$ cat config.mk
export PLATFORM = sky130hd
export DESIGN_NAME = bcd_seg_scanner_flat
export DESIGN_NICKNAME = d
export VERILOG_FILES = /design/src/rtl/bcd_seg_scanner_if.sv /design/src/rtl/bcd_seg_scanner.sv /design/src/flat_wrapper.sv
export SDC_FILE = /design/constraint.sdc
export NUM_CORES = 1
export LEC_CHECK = 0
export BUFFER_PORTS_ARGS = -buffer_cell sky130_fd_sc_hd__buf_2
export CAP_MARGIN = 30
export CORE_MARGIN = 4
export CORE_UTILIZATION = 30
export CTS_BUF_LIST = sky130_fd_sc_hd__clkbuf_16
export CTS_CLUSTER_SIZE = 8
export DETAILED_ROUTE_END_ITERATION = 16
export SLEW_MARGIN = 15
export SYNTH_ARGS = -nofsm -noshare
export SYNTH_HDL_FRONTEND = slang
export SYNTH_SLANG_ARGS = --single-unit
$ cat constraint.sdc
create_clock -name clk -period 2.35 [get_ports clk]
set_input_delay 0 -clock clk [delete_from_list [all_inputs] [get_ports clk]]
set_output_delay 0 -clock clk [all_outputs]
set_load 0.01 [all_outputs]
$ cat src/rtl/bcd_seg_scanner_if.sv
// Bus between a digit source and the 7-segment scanner.
// Parameter: NUM_DIGITS - number of packed BCD digits carried on bcd_in.
// Signals:
//   bcd_in     packed digits, digit k = bcd_in[4k+3:4k] (source -> scanner)
//   load       capture strobe for bcd_in (source -> scanner)
//   blank      force all digit enables off (source -> scanner)
//   seg        {g,f,e,d,c,b,a} active-high (scanner -> source)
//   an         one-hot digit enable, active-high (scanner -> source)
//   frame_done one-cycle pulse at each scan wrap (scanner -> source)
//   err        sticky flag, a non-BCD nibble was loaded (scanner -> source)
// Modports: master = digit source / test driver, slave = scanner.
interface bcd_seg_scanner_if #(
  parameter int unsigned NUM_DIGITS = 4
);
  logic [4*NUM_DIGITS-1:0] bcd_in;
  logic                    load;
  logic                    blank;
  logic [6:0]              seg;
  logic [NUM_DIGITS-1:0]   an;
  logic                    frame_done;
  logic                    err;

  modport master (
    output bcd_in, load, blank,
    input  seg, an, frame_done, err
  );

  modport slave (
    input  bcd_in, load, blank,
    output seg, an, frame_done, err
  );
endinterface

$ cat src/rtl/bcd_seg_scanner.sv
// Time-multiplexed 7-segment scanner for packed BCD digits.
// Captures digits into a shadow register on load, and copies the shadow into
// the displayed frame only when the scan wraps back to digit 0, so a frame is
// never shown half old / half new.
// Parameters:
//   NUM_DIGITS  - digits scanned (>=1), digit 0 least significant
//   REFRESH_DIV - clk cycles each digit stays enabled (>=1)
// Ports:
//   clk   - clock, rising edge
//   reset - synchronous, active-low
//   bus   - bcd_seg_scanner_if.slave (bcd_in/load/blank in; seg/an/frame_done/err out)
// Optional feature macro: LEADING_ZERO_BLANK_EN - when defined, digits above
// the highest nonzero frame digit are not enabled (digit 0 always shown).
module bcd_seg_scanner #(
  parameter int unsigned NUM_DIGITS  = 4,
  parameter int unsigned REFRESH_DIV = 1000
) (
  input  logic               clk,
  input  logic               reset,
  bcd_seg_scanner_if.slave   bus
);

  localparam int unsigned DATA_W = 4 * NUM_DIGITS;
  localparam int unsigned IDX_W  = (NUM_DIGITS > 1)  ? $clog2(NUM_DIGITS)  : 1;
  localparam int unsigned CNT_W  = (REFRESH_DIV > 1) ? $clog2(REFRESH_DIV) : 1;
  localparam logic [IDX_W-1:0] IDX_LAST = IDX_W'(NUM_DIGITS - 1);
  localparam logic [CNT_W-1:0] CNT_LAST = CNT_W'(REFRESH_DIV - 1);

  logic [DATA_W-1:0]     shadow;
  logic [DATA_W-1:0]     frame;
  logic [CNT_W-1:0]      div_cnt;
  logic [IDX_W-1:0]      idx;

  logic                  slot_end_c;
  logic                  wrap_c;
  logic [3:0]            cur_digit_c;
  logic [6:0]            seg_c;
  logic [NUM_DIGITS-1:0] an_c;
  logic                  bad_nibble_c;

  // BCD to {g,f,e,d,c,b,a}; non-BCD nibbles show a dash.
  function automatic logic [6:0] seg_decode(input logic [3:0] d);
    logic [6:0] s;
    case (d)
      4'd0:    s = 7'h3F;
      4'd1:    s = 7'h06;
      4'd2:    s = 7'h5B;
      4'd3:    s = 7'h4F;
      4'd4:    s = 7'h66;
      4'd5:    s = 7'h6D;
      4'd6:    s = 7'h7D;
      4'd7:    s = 7'h07;
      4'd8:    s = 7'h7F;
      4'd9:    s = 7'h6F;
      default: s = 7'h40;
    endcase
    return s;
  endfunction

  // Slot timing: end of the current digit slot, and end of the whole frame.
  always_comb begin
    slot_end_c = (div_cnt == CNT_LAST);
    wrap_c     = slot_end_c && (idx == IDX_LAST);
  end

  // Digit currently addressed by the scan and its segment pattern.
  always_comb begin
    cur_digit_c = 4'd0;
    for (int k = 0; k < int'(NUM_DIGITS); k++) begin
      if (idx == IDX_W'(k)) cur_digit_c = frame[4*k +: 4];
    end
    seg_c = seg_decode(cur_digit_c);
  end

  // Digit enable: one-hot of idx, optionally masked for leading zeros, then blank.
  always_comb begin
    an_c = '0;
    for (int k = 0; k < int'(NUM_DIGITS); k++) begin
      an_c[k] = (idx == IDX_W'(k));
    end
`ifdef LEADING_ZERO_BLANK_EN
    begin
      logic nz_seen;
      nz_seen = 1'b0;
      // Walk from the top digit down; a digit is shown once a nonzero digit
      // has been seen at or above it.
      for (int k = int'(NUM_DIGITS) - 1; k > 0; k--) begin
        nz_seen = nz_seen | (frame[4*k +: 4] != 4'd0);
        if (!nz_seen) an_c[k] = 1'b0;
      end
    end
`endif
    if (bus.blank) an_c = '0;
  end

  // Any nibble of the incoming word outside 0-9.
  always_comb begin
    bad_nibble_c = 1'b0;
    for (int k = 0; k < int'(NUM_DIGITS); k++) begin
      if (bus.bcd_in[4*k +: 4] > 4'd9) bad_nibble_c = 1'b1;
    end
  end

  // Scan counters, shadow/frame registers and registered outputs.
  always_ff @(posedge clk) begin
    if (!reset) begin
      shadow         <= '0;
      frame          <= '0;
      div_cnt        <= '0;
      idx            <= '0;
      bus.seg        <= '0;
      bus.an         <= '0;
      bus.frame_done <= 1'b0;
      bus.err        <= 1'b0;
    end else begin
      div_cnt <= slot_end_c ? '0 : div_cnt + CNT_W'(1);
      if (slot_end_c) idx <= wrap_c ? '0 : idx + IDX_W'(1);
      // frame takes the pre-edge shadow, so a coincident load lands next frame.
      if (wrap_c) frame <= shadow;
      if (bus.load) begin
        shadow <= bus.bcd_in;
        if (bad_nibble_c) bus.err <= 1'b1;
      end
      bus.frame_done <= wrap_c;
      bus.an         <= an_c;
      bus.seg        <= seg_c;
    end
  end

endmodule

$ cat src/flat_wrapper.sv
// flat-port wrapper written by rule: the top's interface ports become plain ports
module bcd_seg_scanner_flat 
#(
  parameter int unsigned NUM_DIGITS  = 4,
  parameter int unsigned REFRESH_DIV = 1000
)
  (clk, reset, bus_bcd_in, bus_load, bus_blank, bus_seg, bus_an, bus_frame_done, bus_err);
  bcd_seg_scanner_if #(.NUM_DIGITS(NUM_DIGITS)) bus_i ();
  input  logic clk;
  input  logic reset;
  input wire logic [$bits(bus_i.bcd_in)-1:0] bus_bcd_in;
  input wire logic [$bits(bus_i.load)-1:0] bus_load;
  input wire logic [$bits(bus_i.blank)-1:0] bus_blank;
  output wire logic [$bits(bus_i.seg)-1:0] bus_seg;
  output wire logic [$bits(bus_i.an)-1:0] bus_an;
  output wire logic [$bits(bus_i.frame_done)-1:0] bus_frame_done;
  output wire logic [$bits(bus_i.err)-1:0] bus_err;
  assign bus_i.bcd_in = bus_bcd_in;
  assign bus_i.load = bus_load;
  assign bus_i.blank = bus_blank;
  assign bus_seg = bus_i.seg;
  assign bus_an = bus_i.an;
  assign bus_frame_done = bus_i.frame_done;
  assign bus_err = bus_i.err;
  bcd_seg_scanner #(.NUM_DIGITS(NUM_DIGITS), .REFRESH_DIV(REFRESH_DIV)) u_core (.clk(clk), .reset(reset), .bus(bus_i));
endmodule
==> flow_summary.toml <==
[sta]
timing.fmax_ghz = 0.4671
clock_skew_ns = 0.005834
fin_hold_ws_ns = 0.2246
finalHoldViolations = 0
setup_total_negative_slack_ns = 0
relSlewSlack_pct = 61.36
final_period_minus_worst_setup_slack_ns = 2.141
final.period_utilization_pct = 91.11
max_slew.worst_pin.slew_ns = 0.5796
setup_viol = 0
rsz0062_at_grt = "no"
slew_viol_final = 0

[layout]
layout.cells.non_filler = 385
antenna_cells_inserted = 0
multi_input_area_um2 = 1131
drive_above_1_share_pct = 20.49
ff_latch_area_um2 = 1141
areaGrowthSynthToFinish_pct = 31.96
design.final.nets = 310
filler_cell_count = 766

[logic_synthesis]
ys_seq_area_share_pct = 48.33
synth_fp_nets = 254
synth_top_cell_area_share_pct = 48.33
number_of_synthesized_flops_with_an_enable_pin = 0
synth_commonest_cells = "dfxtp_1, nor2_1, mux2i_1"
number_of_cells_produced_by_synthesis = 222
async_reset_ff_share_pct = 0
combined_area_of_all_synthesized_cells_um2 = 2361
synth.top_cells.by_area = "dfxtp_1, mux2i_1, ha_1, a22o_1, nor2_1"
synth_top_area_cell = "dfxtp_1"
synth_compound_gate_area_share_pct = 14.41
post_synth.cell_area_avg_um2 = 10.64
ys.warnings.count = 0
combinational_family_with_the_most_area_after_synthesis = "simple AND/OR/NAND/NOR gates"
cell_with_the_most_instances_after_synthesis = "dfxtp_1"
synth-seq-cells = 57
mux_share_of_post_synthesis_cell_area_pct = 8.956
synth_fa_ha_area_share_pct = 6.359
simple_gate_share_of_the_synthesized_area_pct = 14.84
synthFlopType = "dfxtp_1"
yosys.cell_types.count = 40
fraction_of_synthesized_cell_area_in_xor_and_xnor_cells_pct = 3.339

[placed_design]
portBuffers = 32
globalplace.congestion = 0.7607
dp.cells = 351
dp_hpwl_mm = 3.260

[min_path]
hold_path_startpoint = "bus_load"
worstHoldPathType = "in -> reg"

[worst_setup_path]
end_kind = "flop"
slowest_delay_ns = 0.54
crit_buf_inv = 1
worstReg2RegStart = "u_core.idx[1]"
crit_path_cell_trace = "ha_1 > a211oi_1 > a211oi_2 > inv_1 > ha_1 > mux2_2 > o22ai_1"
cp_class = "reg -> reg"
critPathLaunch = "u_core.idx[1]"
timing.critical_path.mode_cell = "ha_1"
cpLargestDelayFamily = "adder cells"
critPathSlowestCell = "ha_1"
worst-endpoint-arrival_ns = 2.39
critical_path.startpoint_type = "flop"
critical_path_fanout_max = 15
timing.critical_path.required_ns = 2.60

[drt]
maxUsedRoutingLayer = "met4"
detail_route.drc_violations = 0
routed_wire_length_per_instance_um = 11.89
antenna_violating_nets_remaining = 0
routed-wl-met3_um = 215
met1Wirelength_mm = 2.339
drt_wl_total_mm = 4.579
drt-initial-drc-count = 41
drtPass1Iterations = 4
post_drt_via_cell_ratio = 4.397
detailroute.wirelength.met2_mm = 1.911
via_count = 1693

[grt]
grt_first_pass_wirelength_mm = 8.114
grt_use_total_pct = 10.77
grt_max_degree = 18
number_of_antenna_violations_at_the_first_check_in_global_routing = 0
first_global_vias = 1681
global_route.overflow_total = 0

[cts]
tritoncts = "done"
cts_setup_buffers = 0
cts.sink_count = 57
ctsHoldBuffers = 18
worst_skew_pair.late_latency_ns = 0.32
cts_htree_levels = 3
clkTransAtPathRegs_ns = 0.05
postCtsResizedCells = 0
cts_max_path_buffers = 2
cts_buffers = 9
cts.root.buffer_cell = "clkbuf_16"

[floorplanning]
die_area_um2 = 9354
io_pins = 33
floorplan.initialDensity_pct = 30.71
die-width_um = 96.72
die_h_um = 96.72
core_area_um2 = 7687
row_count = 32

[flow_run]
drv_cap = 0

[run_status]
outcome = "finished, final reports clean"

[pwr]
vdd.ir_drop.worst_mv = 0.3537
design_power_total_uw = 2472
cellPowerDensity_nw_per_um2 = 793.6
leakagePower_uw = 0.001313
-- worst paths after layout --
path / to / slack (ns) / cells past startpoint
max: u_core.bus.seg[3] / 0.21 / 7
min: u_core.shadow[11] / 0.22 / 3
max reg2reg: u_core.bus.seg[3] / 0.21 / 7
min reg2reg: u_core.div_cnt[0] / 0.45 / 1
-- cell usage in the layout (no fill, tap or decap), types with 5 or more instances in the layout --
master / count
ha_1: 12
buf_2: 32
dfxtp_1: 57
and2_1: 5
a22o_1: 16
xnor2_1: 7
clkbuf_16: 9
dlygate4sd3_1: 18
mux2i_1: 20
nor2_1: 31
inv_1: 9
-- power by group --
group | internal, uW | switching [uW] | leakage, uW
Sequential | 997 | 13.4 | 0.000466
Clock | 915 | 426 | 0.000158
Combinational | 63.6 | 57.1 | 0.000689
-- logic make-up (layout without fill, tap and decap cells) --
kind of cell	Yosys count	in the layout
DFF	57	57
and+or+nand+nor	66	66
xor gates and xnor gates	9	9
AOI/OAI and AO/OA	39	39
muxes	21	21
buffers and inverters	18	79
adders and majority gates	12	12
-- cell type report --
type | count | share of cell area [%]
clock inverter | 7 | 2.771
tap | 102 | 4.096
multi-input combinational | 147 | 36.31
sequential | 57 | 36.63
timing repair buffer | 54 | 11.89
clock buffer | 9 | 7.229
inverter | 9 | 1.084
-- metrics by stage --
stage               setup WS [ns]  cell area [um2]  utilization (%)
floorplan                  0.2734             2361                -
global placement           0.3005             2624            34.13
detailed placement         0.2305             2624            34.13
finish                     0.2090             3115            40.53
CTS                        0.2021             3115            40.53
global route             0.008645             3115            40.53
-- worst min-delay path: stages --
cell	delay [ns]
buf_2	0.26
mux2i_1	0.17
nor2_1	0.07
-- metal layers --
layer	vias up	global-route usage, %
met5	-	0
met4	0	5.508
met2	29	15.23
met3	10	4.110
li1	899	-
met1	755	14.19
-- registers in the layout, summed over array words and instances, names as in the netlist --
name,cells
u_core.frame,16
u_core.shadow,16
u_core.div_cnt,10
u_core.bus.seg,7
u_core.bus.an,4
u_core.idx,2
u_core.bus.err,1
u_core.bus.frame_done,1
Power figures use the tool's default switching activity.
